File: src/rtl/ber_ctrl.sv
// BER measurement sequencer: clears the BER counter, waits for it to lock
// (first nonzero bit count), measures a window of bits or until stopped, then
// latches the counter values into the result registers.
module ber_ctrl #(
  parameter int unsigned REG_LEN  = 64,
  parameter int unsigned WIN_W    = 32,
  parameter int unsigned ADAPT_TO = 1100000,
  parameter int unsigned CLR_CYC  = 2
) (
  input  logic               clk,
  input  logic               rst,
  input  logic               valid,
  input  logic               cmd_start,
  input  logic               cmd_stop,
  input  logic [WIN_W-1:0]   window_len,
  input  logic [REG_LEN-1:0] ber_error_count,
  input  logic [REG_LEN-1:0] ber_bit_count,
  output logic               ber_rst_n,
  output logic               ber_enable,
  output logic               busy,
  output logic               done,
  output logic               done_pulse,
  output logic               timeout,
  output logic               aborted,
  output logic [REG_LEN-1:0] result_errors,
  output logic [REG_LEN-1:0] result_bits,
  output logic [2:0]         state
);

  localparam int unsigned AdaptW = $clog2(ADAPT_TO + 1);
  localparam int unsigned ClrW   = (CLR_CYC > 1) ? $clog2(CLR_CYC) : 1;
  localparam int unsigned CmpW   = (REG_LEN > WIN_W) ? REG_LEN : WIN_W;

  typedef enum logic [2:0] {
    StIdle  = 3'd0,
    StClear = 3'd1,
    StAdapt = 3'd2,
    StRun   = 3'd3,
    StLatch = 3'd4,
    StDone  = 3'd5
  } state_e;

  state_e             state_q, state_d;
  logic [WIN_W-1:0]   win_q, win_d;
  logic [ClrW-1:0]    clr_cnt_q, clr_cnt_d;
  logic [AdaptW-1:0]  adapt_cnt_q, adapt_cnt_d;
  logic               timeout_q, timeout_d;
  logic               aborted_q, aborted_d;
  logic               done_pulse_q, done_pulse_d;
  logic [REG_LEN-1:0] res_err_q, res_err_d;
  logic [REG_LEN-1:0] res_bits_q, res_bits_d;

  logic [CmpW-1:0]    win_ext;
  logic [CmpW-1:0]    bits_ext;
  logic               win_hit;
  logic               adapt_limit;

  // Window compare done at the wider of the two widths, zero-extended.
  always_comb begin
    win_ext     = CmpW'(win_q);
    bits_ext    = CmpW'(ber_bit_count);
    win_hit     = (win_q != '0) && (bits_ext >= win_ext);
    adapt_limit = (adapt_cnt_q == AdaptW'(ADAPT_TO));
  end

  // Next-state and register updates for the measurement sequence.
  always_comb begin
    state_d     = state_q;
    win_d       = win_q;
    clr_cnt_d   = clr_cnt_q;
    adapt_cnt_d = adapt_cnt_q;
    timeout_d   = timeout_q;
    aborted_d   = aborted_q;
    res_err_d   = res_err_q;
    res_bits_d  = res_bits_q;
    unique case (state_q)
      StIdle, StDone: begin
        if (cmd_start) begin
          state_d     = StClear;
          win_d       = window_len;
          timeout_d   = 1'b0;
          aborted_d   = 1'b0;
          clr_cnt_d   = '0;
          adapt_cnt_d = '0;
        end
      end
      StClear: begin
        if (clr_cnt_q == ClrW'(CLR_CYC - 1)) begin
          state_d = StAdapt;
        end else begin
          clr_cnt_d = clr_cnt_q + ClrW'(1);
        end
      end
      StAdapt: begin
        // Saturate so a strobe in the exit cycle cannot wrap the counter.
        if (valid && !adapt_limit) begin
          adapt_cnt_d = adapt_cnt_q + AdaptW'(1);
        end
        if (cmd_stop) begin
          state_d   = StLatch;
          aborted_d = 1'b1;
        end else if (ber_bit_count != '0) begin
          state_d = StRun;
        end else if (adapt_limit) begin
          state_d    = StDone;
          timeout_d  = 1'b1;
          res_err_d  = '0;
          res_bits_d = '0;
        end
      end
      StRun: begin
        if (cmd_stop) begin
          state_d   = StLatch;
          aborted_d = 1'b1;
        end else if (win_hit) begin
          state_d = StLatch;
        end
      end
      StLatch: begin
        res_err_d  = ber_error_count;
        res_bits_d = ber_bit_count;
        state_d    = StDone;
      end
      default: state_d = StIdle;
    endcase
    done_pulse_d = (state_d == StDone) && (state_q != StDone);
  end

  // State and result registers with synchronous active-low reset.
  always_ff @(posedge clk) begin
    if (!rst) begin
      state_q      <= StIdle;
      win_q        <= '0;
      clr_cnt_q    <= '0;
      adapt_cnt_q  <= '0;
      timeout_q    <= 1'b0;
      aborted_q    <= 1'b0;
      done_pulse_q <= 1'b0;
      res_err_q    <= '0;
      res_bits_q   <= '0;
    end else begin
      state_q      <= state_d;
      win_q        <= win_d;
      clr_cnt_q    <= clr_cnt_d;
      adapt_cnt_q  <= adapt_cnt_d;
      timeout_q    <= timeout_d;
      aborted_q    <= aborted_d;
      done_pulse_q <= done_pulse_d;
      res_err_q    <= res_err_d;
      res_bits_q   <= res_bits_d;
    end
  end

  // Counter controls decoded from state; gated by rst so the BER counter
  // stops in the very cycle reset is asserted.
  always_comb begin
    ber_rst_n  = rst && ((state_q == StAdapt) || (state_q == StRun) || (state_q == StLatch));
    ber_enable = rst && ((state_q == StAdapt) || ((state_q == StRun) && !win_hit));
    busy       = (state_q == StClear) || (state_q == StAdapt) ||
                 (state_q == StRun) || (state_q == StLatch);
    done       = (state_q == StDone);
  end

  assign done_pulse    = done_pulse_q;
  assign timeout       = timeout_q;
  assign aborted       = aborted_q;
  assign result_errors = res_err_q;
  assign result_bits   = res_bits_q;
  assign state         = state_q;

endmodule

File: config.mk
export PLATFORM = sky130hd
export DESIGN_NAME = ber_ctrl
export DESIGN_NICKNAME = d
export VERILOG_FILES = /design/src/rtl/ber_ctrl.sv
export SDC_FILE = /design/constraint.sdc
export NUM_CORES = 1
export LEC_CHECK = 0
export CAP_MARGIN = 20
export CORE_MARGIN = 3
export CORE_UTILIZATION = 47
export CTS_CLUSTER_DIAMETER = 100
export DETAILED_ROUTE_END_ITERATION = 10
export PLACE_DENSITY = 0.86
export SYNTH_ARGS = -nofsm -noshare
export SYNTH_HDL_FRONTEND = slang
export SYNTH_SLANG_ARGS = --single-unit
File: constraint.sdc
create_clock -name clk -period 5.7 [get_ports clk]
set_input_delay 0.57 -clock clk [delete_from_list [all_inputs] [get_ports clk]]
set_output_delay 0.57 -clock clk [all_outputs]
set_load 0.02 [all_outputs]
Yosys cells after proc, flatten, opt, wreduce, memory -nomap -nowiden
Index checks and enable logic that the tools add are counted. Widths: inputs -> output; s select.

Output and inout port bits: 138. Word-level logic and storage cells: 80. Register bits: 188. Input bits: 165.

Add/sub/neg operators: 2. Magnitude comparators: 1. Muxes and demuxes: 25. Equality and inequality tests: 14. Reductions and logical operators: 29.

Operator list (number): $pmux 64 s2 (2); $mux 64 (3); $ge 64x32->1 (1); $reduce_bool 64->1 (1); $mux 21 (2); $pmux 21 s2 (1); $reduce_bool 32->1 (1); $add 21x1->21 const B (1); $eq 21x21->1 const B (1); $mux 3 (7); $pmux 3 s5 (1); $ne 2x2->1 const B (5); $eq 3x3->1 const B (3); $reduce_bool 2->1 (4); $eq 3x2->1 const B (2); $logic_and 1x1->1 (6); $logic_or 1x1->1 (6); $mux 1 (6); $pmux 1 s2 (3); $reduce_and 3->1 (2); $reduce_and 5->1 (1); $reduce_and 2->1 (2); $reduce_and 4->1 (1); $reduce_or 2->1 (2); other kinds (6) (7).

Depth between registers and ports, before layout
Gate-level depths: netlist (run 1).

Depth in word-level cells: 7. Mapped depth: 10. Gate-level depth less buffers: 9.

Worst setup path after synthesis (run 1)
OpenSTA, ideal clock, no wires.

Path kind: input -> output. Start point: in ber_bit_count[0]. End point: out ber_enable. Required time: 5130 ps. Stages on the path: 8. Buffers on the path: 0. Setup slack: 2727 ps. Data arrival time: 2403 ps. Path through: inv_1 -> ha_1 -> nand2b_1 -> a2111oi_0 -> o41ai_1 -> o311a_1 -> nor3_1 -> o311a_1.

Longest elaborated chain between the ends: 6.

Ends and longest elaborated chain: from (decl) (RTL line 17) `input logic [REG_LEN-1:0] ber_bit_count,`; $ge 64x32->1 (RTL line 62) `win_hit = (win_q != '0) && (bits_ext >= win_ext);`; $logic_and 1x1->1 (RTL line 62); $logic_not 1->1 (RTL line 158) `ber_enable = rst && ((state_q == StAdapt) || ((state_q == StRun) && !win_hit));`; $logic_and 1x1->1 (RTL line 158); $logic_or 1x1->1 (RTL line 158); $logic_and 1x1->1 (RTL line 158); to (decl) (RTL line 19) `output logic ber_enable,`.

Every way passes these cells.

Final worst setup path (run 1)
Ends and elaborated chain as after synthesis.

==> results of run 1 <==
[registers in the layout, summed over array words and instances, names as in the netlist]
signal,cells
adapt_cnt_q,21
aborted,1
win_q,32
state,3
done_pulse,1
result_bits,64
clr_cnt_q,1
result_errors,64
timeout,1
[cell families after synthesis]
| group | count (synthesis) |
|---|---|
| simple gates | 212 |
| mux | 1 |
| compound gates | 227 |
| xor+xnor | 14 |
| flops | 188 |
| buf+inv | 86 |
| fa+ha+maj | 34 |
[through the flow]
stage          cell area [um2]  hold slack [ns]
2_1_floorplan             7581           0.4562
3_3_place_gp             10660           0.4602
3_5_place_dp             10660           0.4625
4_1_cts                  11220           0.4825
5_1_grt                  11220           0.4961
6_report                 11220           0.4790
[routing by layer]
layer	GRT usage	up-vias
met5	0	-
met4	0.09469	0
met3	0.07376	43
met2	0.4599	314
met1	0.3532	3375
li1	-	3358
[area by class of cell]
| class | instances | area, um2 |
|---|---|---|
| Fill cell | 1105 | 4265 |
| Sequential cell | 188 | 3764 |
| Multi-Input combinational cell | 488 | 3410 |
| Timing Repair Buffer | 308 | 3068 |
| Clock buffer | 20 | 446.7 |
| Tap cell | 211 | 264.0 |
| Inverter | 41 | 153.9 |
| Clock inverter | 11 | 112.6 |
[power by group]
group,switching (mW),internal [mW],total (mW),leakage (nW)
logic,0.140,0.163,0.303,2.35
clock network,0.518,0.617,1.13,0.253
registers,0.0196,1.33,1.35,1.52
total,0.678,2.11,2.79,4.13
[layout by cell type, fill, tap and decap left out, drive strengths merged, types with 2 or more instances in the layout]
cell | netlist | final
clkdlybuf4s50 | 0 | 302
dfxtp | 188 | 188
a22o | 128 | 128
nand2 | 88 | 88
inv | 41 | 44
a21boi | 34 | 34
ha | 34 | 34
nor4 | 27 | 27
a21oi | 26 | 26
nor2 | 26 | 26
clkbuf | 30 | 20
o21ai | 14 | 14
nand3 | 10 | 10
or3 | 10 | 10
nand4 | 9 | 9
nor2b | 9 | 9
xor2 | 8 | 8
nor3 | 7 | 7
nand2b | 6 | 6
xnor2 | 6 | 6
clkinvlp | 0 | 6
buf | 15 | 6
and3 | 5 | 5
and4 | 4 | 4
nand3b | 3 | 3
o21a | 3 | 3
or4 | 2 | 2
o211a | 2 | 2
a31oi | 2 | 2
o221ai | 2 | 2
o311a | 2 | 2
and2 | 2 | 2
nand4b | 2 | 2
o31a | 2 | 2
o2111ai | 2 | 2
o211ai | 2 | 2
[worst reg2reg max path, delay by kind of cell, from the launching register on]
family                 cells  cell delay, ns
and+or+nand+nor            4            1.60
DFF                        1            0.38
AOI/OAI and AO/OA          3            0.99
buffers and inverters      1            0.45
[worst max-delay path by stage]
stage | from | slack, ns | end | cells past startpoint
floorplan | ber_bit_count[0] | 2.73 | ber_enable | 8
global placement | ber_bit_count[0] | 1.41 | ber_enable | 10
detailed placement | ber_bit_count[0] | 1.35 | ber_enable | 10
CTS | ber_bit_count[0] | 1.27 | ber_enable | 10
global route | ber_bit_count[0] | 1.01 | ber_enable | 10
finish | ber_bit_count[0] | 1.20 | ber_enable | 10
==> impl_metrics.env, run 1 <==
export IMPL_ir_worst_vdd_uv=218.2
export IMPL_maxSlewViolCount=0
export IMPL_fin_crit_sh=0.7891
export IMPL_r2r_start="adapt_cnt_q[3]"
export IMPL_synth_area_mm2=0.007581
export IMPL_finalPower_mw=2.791
export IMPL_start_util=0.4896
export IMPL_grt_usage=0.2785
export IMPL_reg2regPathDepth=8
export IMPL_synth_fa_ha_area_frac=0.05611
export IMPL_yosysMostFrequentCell="dfxtp_1"
export IMPL_hold_class="flop to flop"
export IMPL_wl_met1_mm=10.45
export IMPL_ys_seq_elements=188
export IMPL_cts_tree="yes"
export IMPL_gp_congestion=0.8833
export IMPL_synthArstFlopShare=0
export IMPL_antennaDiodeCount=0
export IMPL_worstMarginPinSlew_ns=0.8246
export IMPL_synthXorXnorAreaFrac=0.01617
export IMPL_wl_met2_mm=12.27
export IMPL_die_h_um=133.0
export IMPL_synthSimpleGateAreaFrac=0.1385
export IMPL_synth_area_leader_cell="dfxtp_1"
export IMPL_syn_num_nets=961
export IMPL_hp_start="result_bits[50]"
export IMPL_grt_max_degree=79
export IMPL_synth_common_cells="dfxtp_1, a22o_1, nand2_1"
export IMPL_clkTransAtPathRegs_ns=0.06
export IMPL_wl_met3_mm=1.999
export IMPL_critPathMaxStageDelay_ns=0.60
export IMPL_cts_repair_resized=0
export IMPL_crit_slowest_cell="clkdlybuf4s50_1"
export IMPL_holdPathStages=1
export IMPL_vias=7090
export IMPL_min_to="result_bits[50]"
export IMPL_endpoint_kind="primary output"
export IMPL_detail_route_wl_per_cell_um=20.00
export IMPL_skew_ns=0.009979
export IMPL_antenna_found_initial=0
export IMPL_syn_inst=762
export IMPL_drive_gt1_frac=0.03883
export IMPL_synth_area_top_cells="dfxtp_1, a22o_1, ha_1, nand2_1, a21boi_0"
export IMPL_clock_fmax_mhz=222.3
export IMPL_fin_crit_ns=4.498
export IMPL_ff2ff_setup_slack_ns=2.18
export IMPL_cts_root_buf="clkbuf_16"
export IMPL_cp_cell_sequence="clkdlybuf4s50_1, inv_1, ha_1, nand2b_1, a2111oi_0, o41ai_1, o311a_1, nor3_1, o311a_1, clkdlybuf4s50_1"
export IMPL_r2r_end="result_bits[47]"
export IMPL_ys_types=47
export IMPL_synth_top_cell_area_share=0.4965
export IMPL_crit_path_max_fanout=4
export IMPL_drc=0
export IMPL_viasPerCell=5.596
export IMPL_rsz0062_at_grt="false"
export IMPL_worstPathRequired_ns=5.13
export IMPL_postCtsSetupBuffers=0
export IMPL_synth_area_mux_share=0.001320
export IMPL_drt_iter0_markers=573
export IMPL_yosysSeqAreaShare=0.4965
export IMPL_p_per_area_mw_per_mm2=248.8
export IMPL_fin_util=0.7245
export IMPL_syn_to_final_growth_pct=47.98
export IMPL_status="finished, final reports clean"
export IMPL_cts_buffers=17
export IMPL_dr_pass1_iters=5
export IMPL_tns_ns=0
export IMPL_maxCapViolations=0
export IMPL_cp_arrival_ns=3.93
export IMPL_clkSinkCount=188
export IMPL_synth_compound_area_share=0.2357
export IMPL_top_layer_used="met4"
export IMPL_synth_main_ff_cell="dfxtp_1"
export IMPL_grt_first_pass_wirelength_mm=38.67
export IMPL_cts_max_level=4
export IMPL_postSynthAreaPerCell_um2=9.949
export IMPL_dp_cells=1236
export IMPL_io_pins=303
export IMPL_nets=1243
export IMPL_critical_path_class="input port to primary output"
export IMPL_pre_cts_ws_ns=1.348
export IMPL_rows=45
export IMPL_portBuffers=302
export IMPL_drt_antenna_violating_nets=0
export IMPL_overflow=0
export IMPL_synth_edff_count=0
export IMPL_clk_latency_ns=0.44
export IMPL_drt_total_wl_mm=25.34
export IMPL_fin_ws_ns=1.202
export IMPL_synth_top_family_by_area="compound AO/OA/AOI/OAI gates"
export IMPL_coreArea_mm2=0.01548
export IMPL_start_kind="input port"
export IMPL_postCtsHoldBufs=0
export IMPL_cpLargestDelayFamily="buffers and inverters"
export IMPL_grt_pass1_vias=6875
export IMPL_critPathBufInv=3
export IMPL_dp_hpwl_mm=18.79
export IMPL_die_area_mm2=0.01769
export IMPL_die_w_um=133.0
export IMPL_clock_path_buffers=2
export IMPL_setup_viol=0
export IMPL_slew_headroom=0.4502
export IMPL_yosys_warnings=0
export IMPL_instances_no_fill=1267
export IMPL_hold_viol_final=0
export IMPL_p_leak_nw=4.127
Power figures use the tool's default switching activity.
==> inputs of run 2 (changes only) <==
Settings changed: CORE_UTILIZATION 47 to 39, PLACE_DENSITY 0.86 to 0.76.
Clock period 5.7 ns to 4 ns, I/O delays scaled along.
==> run 2 against run 1 <==
Sequential power rose by 43%. Hold slack got worse by 0.0026 ns. Global-route usage fell by 5.5 points. Combinational power rose by 43%. Critical path type unchanged. Critical path depth fell by 2. Clock power rose by 45%. Largest cell class unchanged. First-iteration DRC count fell by 25%.
==> impl_metrics.env, run 2 (synthesis gave the netlist of run 1 again) <==
export IMPL_status="finished, final reports clean"
export IMPL_die_area_mm2=0.02115
export IMPL_ir_worst_vdd_uv=204.9
export IMPL_dp_hpwl_mm=18.45
export IMPL_mostFrequentLayoutCells="clkdlybuf4s50_1, dfxtp_1, a22o_1"
export IMPL_slew_headroom=0.5293
export IMPL_drive_gt1_frac=0.04344
export IMPL_drt_antenna_violating_nets=0
export IMPL_start_kind="input port"
export IMPL_hp_start="result_errors[33]"
export IMPL_die_w_um=145.4
export IMPL_die_h_um=145.4
export IMPL_maxSlewViolCount=0
export IMPL_grt_max_degree=82
export IMPL_io_pins=303
export IMPL_clock_path_buffers=2
export IMPL_final_area_mm2=0.01134
export IMPL_clock_fmax_mhz=261.3
export IMPL_reg2regPathDepth=8
export IMPL_final_common_cell="clkdlybuf4s50_1"
export IMPL_detail_route_wl_per_cell_um=18.44
export IMPL_endpoint_kind="primary output"
export IMPL_overflow=0
export IMPL_clkSinkCount=188
export IMPL_start_util=0.4013
export IMPL_vias=6868
export IMPL_holdWs_ns=0.4764
export IMPL_critical_path_class="input port to primary output"
export IMPL_maxCapViolations=0
export IMPL_cp_startpoint="ber_bit_count[36]"
export IMPL_setup_viol=0
export IMPL_r2r_end="result_bits[1]"
export IMPL_power_frac_clock=0.410
export IMPL_clk_latency_ns=0.43
export IMPL_grt_first_pass_wirelength_mm=37.64
export IMPL_drt_total_wl_mm=24.32
export IMPL_syn_to_final_growth_pct=49.64
export IMPL_r2r_start="adapt_cnt_q[3]"
export IMPL_pwr_share_seq=0.482
export IMPL_skew_ns=0.009677
export IMPL_antenna_found_initial=0
export IMPL_finalPower_mw=4.001
export IMPL_coreArea_mm2=0.01889
export IMPL_crit_path_max_fanout=4
export IMPL_fin_crit_ns=3.826
export IMPL_cp_arrival_ns=3.43
export IMPL_worstPathRequired_ns=3.60
export IMPL_cts_max_level=4
export IMPL_portBuffers=302
export IMPL_clkTransAtPathRegs_ns=0.07
export IMPL_power_frac_comb=0.108
export IMPL_power_net_switching_mw=1.037
export IMPL_drc=0
export IMPL_rows=50
export IMPL_cts_tree="yes"
export IMPL_antennaDiodeCount=0
export IMPL_viasPerCell=5.207
export IMPL_tns_ns=0
export IMPL_worstMarginPinSlew_ns=0.7043
export IMPL_p_int_mw=2.965
export IMPL_hold_class="flop to flop"
export IMPL_dr_pass1_iters=5
export IMPL_crit_end="ber_enable"
export IMPL_nets=1245
export IMPL_cts_root_buf="clkbuf_16"
export IMPL_cts_buffers=17
export IMPL_drt_iter0_markers=427
export IMPL_rsz0062_at_grt="false"
export IMPL_fin_crit_sh=0.9566
export IMPL_p_sw_frac=0.2591
export IMPL_p_per_area_mw_per_mm2=352.7
export IMPL_fillers=1644
export IMPL_gp_congestion=0.8620
export IMPL_placed_cell_area_mm2=0.01077
export IMPL_grt_pass1_vias=6609
export IMPL_grt_usage=0.2232
export IMPL_hold_viol_final=0
export IMPL_postCtsHoldBufs=0
export IMPL_ff2ff_setup_slack_ns=1.08
export IMPL_p_leak_nw=4.174
export IMPL_cts_repair_resized=0
export IMPL_postCtsSetupBuffers=0
==> run 2: cell type report <==
cell class / count / area (um2) / area share
Tap cell: 260 / 325.3 / 0.02868
Timing Repair Buffer: 310 / 3120 / 0.2751
Clock inverter: 15 / 146.4 / 0.01290
Clock buffer: 17 / 425.4 / 0.03750
Multi-Input combinational cell: 488 / 3410 / 0.3005
Inverter: 41 / 153.9 / 0.01357
Sequential cell: 188 / 3764 / 0.3318
==> run 2: how the worst min path moves through the flow <==
stage,endpoint,slack [ns],cells past startpoint
4_1_cts,result_bits[11],0.48,1
3_5_place_dp,result_errors[33],0.46,1
3_3_place_gp,result_errors[42],0.46,1
5_1_grt,result_bits[11],0.50,1
6_report,result_errors[33],0.48,1
2_1_floorplan,win_q[10],0.46,2
==> run 2: per-layer routing <==
metal  wire length [um]  track usage  vias up  part of all wire
met2              11250       0.3576      231              0.46
met4                717      0.08879        0             0.029
met1              11020       0.2914     3229              0.45
met5                  0            0        -                 0
li1                   -            -     3367                 -
met3               1339      0.05419       41             0.055
==> run 2: power groups by stage <==
stage                     Combinational [mW]  Clock (mW)  Sequential [mW]
after floorplan                        0.180           0             1.97
final                                  0.432        1.64             1.93
after global placement                 0.423           0             1.97
after global routing                   0.474        1.74             1.93
after CTS                              0.433        1.67             1.93
after detailed placement               0.429           0             1.97
==> run 2: per-stage QoR <==
stage	utilization	instances	worst slack [ns]
after floorplan	-	762	1.367
after global placement	0.5702	1287	0.1649
after detailed placement	0.5702	1287	0.2066
after CTS	0.6005	1319	0.1940
after global routing	0.6005	1319	0.02458
final	0.6005	1319	0.1735
==> run 2: critical path, stage by stage <==
cell	delay [ns]
clkdlybuf4s50_1	0.42
nor4_1	0.42
nand2_1	0.10
or4_1	0.66
nand3b_1	0.23
nor3_1	0.35
o311a_1	0.25
clkdlybuf4s50_1	0.61
==> inputs of run 3 (changes only) <==
Settings changed: CTS_CLUSTER_SIZE set to 24, PLACE_DENSITY 0.76 to not set, PLACE_DENSITY_LB_ADDON set to 0.15.
==> run 3 against run 2 <==
Clock-buffer cell count is 1 higher. Largest power group unchanged. Sequential share of layout area about the same. Die area did not move.
==> impl_metrics.env, run 3 (synthesis gave the netlist of run 1 again) <==
export IMPL_pre_cts_ws_ns=0.1578
export IMPL_fin_ws_ns=0.2429
export IMPL_clkTransAtPathRegs_ns=0.07
export IMPL_antenna_found_initial=0
export IMPL_r2r_end="result_errors[28]"
export IMPL_portBuffers=302
export IMPL_r2r_start="adapt_cnt_q[3]"
export IMPL_die_h_um=145.4
export IMPL_io_pins=303
export IMPL_critical_path_class="input port to primary output"
export IMPL_p_leak_nw=4.162
export IMPL_crit_path_max_fanout=3
export IMPL_instances_no_fill=1318
export IMPL_maxSlewViolCount=0
export IMPL_grt_max_degree=85
export IMPL_drt_total_wl_mm=23.85
export IMPL_min_to="result_errors[12]"
export IMPL_coreArea_mm2=0.01889
export IMPL_dp_hpwl_mm=18.19
export IMPL_cts_buffers=17
export IMPL_final_area_mm2=0.01135
export IMPL_p_per_area_mw_per_mm2=351.2
export IMPL_overflow=0
export IMPL_holdWs_ns=0.4767
export IMPL_ir_worst_vdd_uv=282.9
export IMPL_final_common_cell="clkdlybuf4s50_1"
export IMPL_grt_first_pass_wirelength_mm=37.27
export IMPL_drive_gt1_frac=0.04348
export IMPL_die_w_um=145.4
export IMPL_rows=50
export IMPL_hold_viol_final=0
export IMPL_cp_arrival_ns=3.36
export IMPL_fin_crit_ns=3.757
export IMPL_dr_pass1_iters=4
export IMPL_skew_ns=0.01516
export IMPL_ff2ff_setup_slack_ns=0.98
export IMPL_start_kind="input port"
export IMPL_clock_path_buffers=2
export IMPL_holdPathStages=1
export IMPL_tns_ns=0
export IMPL_grt_pass1_vias=6480
export IMPL_cts_root_buf="clkbuf_16"
export IMPL_clkSinkCount=188
export IMPL_dp_cells=1287
export IMPL_drt_antenna_violating_nets=0
export IMPL_grt_usage=0.2201
export IMPL_clock_fmax_mhz=266.2
export IMPL_clk_latency_ns=0.43
export IMPL_hp_start="result_errors[12]"
export IMPL_reg2regPathDepth=8
export IMPL_vias=6716
export IMPL_drc=0
export IMPL_worstPathRequired_ns=3.60
export IMPL_fillers=1673
export IMPL_rsz0062_at_grt="false"
export IMPL_slew_headroom=0.5475
export IMPL_worstMarginPinSlew_ns=0.6771
export IMPL_fin_crit_sh=0.9393
export IMPL_setup_viol=0
export IMPL_drt_iter0_markers=313
export IMPL_endpoint_kind="primary output"
export IMPL_finalPower_mw=3.985
export IMPL_placed_cell_area_mm2=0.01077
export IMPL_cts_max_level=4
export IMPL_hold_class="flop to flop"
export IMPL_cts_tree="yes"
export IMPL_syn_to_final_growth_pct=49.66
export IMPL_nets=1245
export IMPL_maxCapViolations=0
export IMPL_status="finished, final reports clean"
export IMPL_die_area_mm2=0.02115
export IMPL_detail_route_wl_per_cell_um=18.10
export IMPL_postCtsSetupBuffers=0
export IMPL_mostFrequentLayoutCells="clkdlybuf4s50_1, dfxtp_1, a22o_1"
export IMPL_fin_util=0.6005
export IMPL_start_util=0.4013
export IMPL_antennaDiodeCount=0
export IMPL_viasPerCell=5.096
export IMPL_gp_congestion=0.8572
## run 3: report_power, final
| part | switching [mW] | leakage [nW] | internal [mW] | total, mW |
|---|---|---|---|---|
| sequential | 0.0259 | 1.52 | 1.90 | 1.93 |
| combinational | 0.188 | 2.38 | 0.234 | 0.422 |
| clock | 0.800 | 0.267 | 0.838 | 1.64 |
## run 3: layout make-up
type	instances	area, um2	share of cell area
Inverter	41	153.9	0.01356
Multi-Input combinational cell	488	3415	0.3009
Sequential cell	188	3764	0.3317
Tap cell	260	325.3	0.02867
Timing Repair Buffer	310	3120	0.2750
Clock inverter	13	128.9	0.01136
Clock buffer	18	439.2	0.03871
## run 3: worst max-delay path by stage
stage / from / end / slack [ns]
3_3_place_gp: ber_bit_count[36] / ber_enable / 0.19
4_1_cts: ber_bit_count[0] / ber_enable / 0.14
3_5_place_dp: ber_bit_count[0] / ber_enable / 0.16
6_report: ber_bit_count[0] / ber_enable / 0.24
5_1_grt: ber_bit_count[0] / ber_enable / 0.07
2_1_floorplan: ber_bit_count[0] / ber_enable / 1.37
## run 3: layer usage
metal / vias up / GRT usage / share of wire
met5: - / 0 / 0
met1: 3098 / 0.2774 / 0.43
li1: 3360 / - / -
met4: 0 / 0.07075 / 0.025
met2: 222 / 0.3676 / 0.48
met3: 36 / 0.06011 / 0.062
## run 3: repair_timing
| item | 4_1_cts | 5_1_grt |
|---|---|---|
| resized for setup | 0 | 1 |
| endpoints found under the setup margin | 0 | 1 |
| endpoints found under the hold margin | 0 | 0 |
| hold buffers | 0 | 0 |
## run 3: critical path, stage by stage
cell	delay [ns]
clkdlybuf4s50_1	0.51
inv_1	0.06
ha_1	0.28
nand2b_1	0.13
a2111oi_0	0.44
o41ai_1	0.11
o311a_1	0.35
nor3_2	0.24
o311a_1	0.22
clkdlybuf4s50_1	0.61
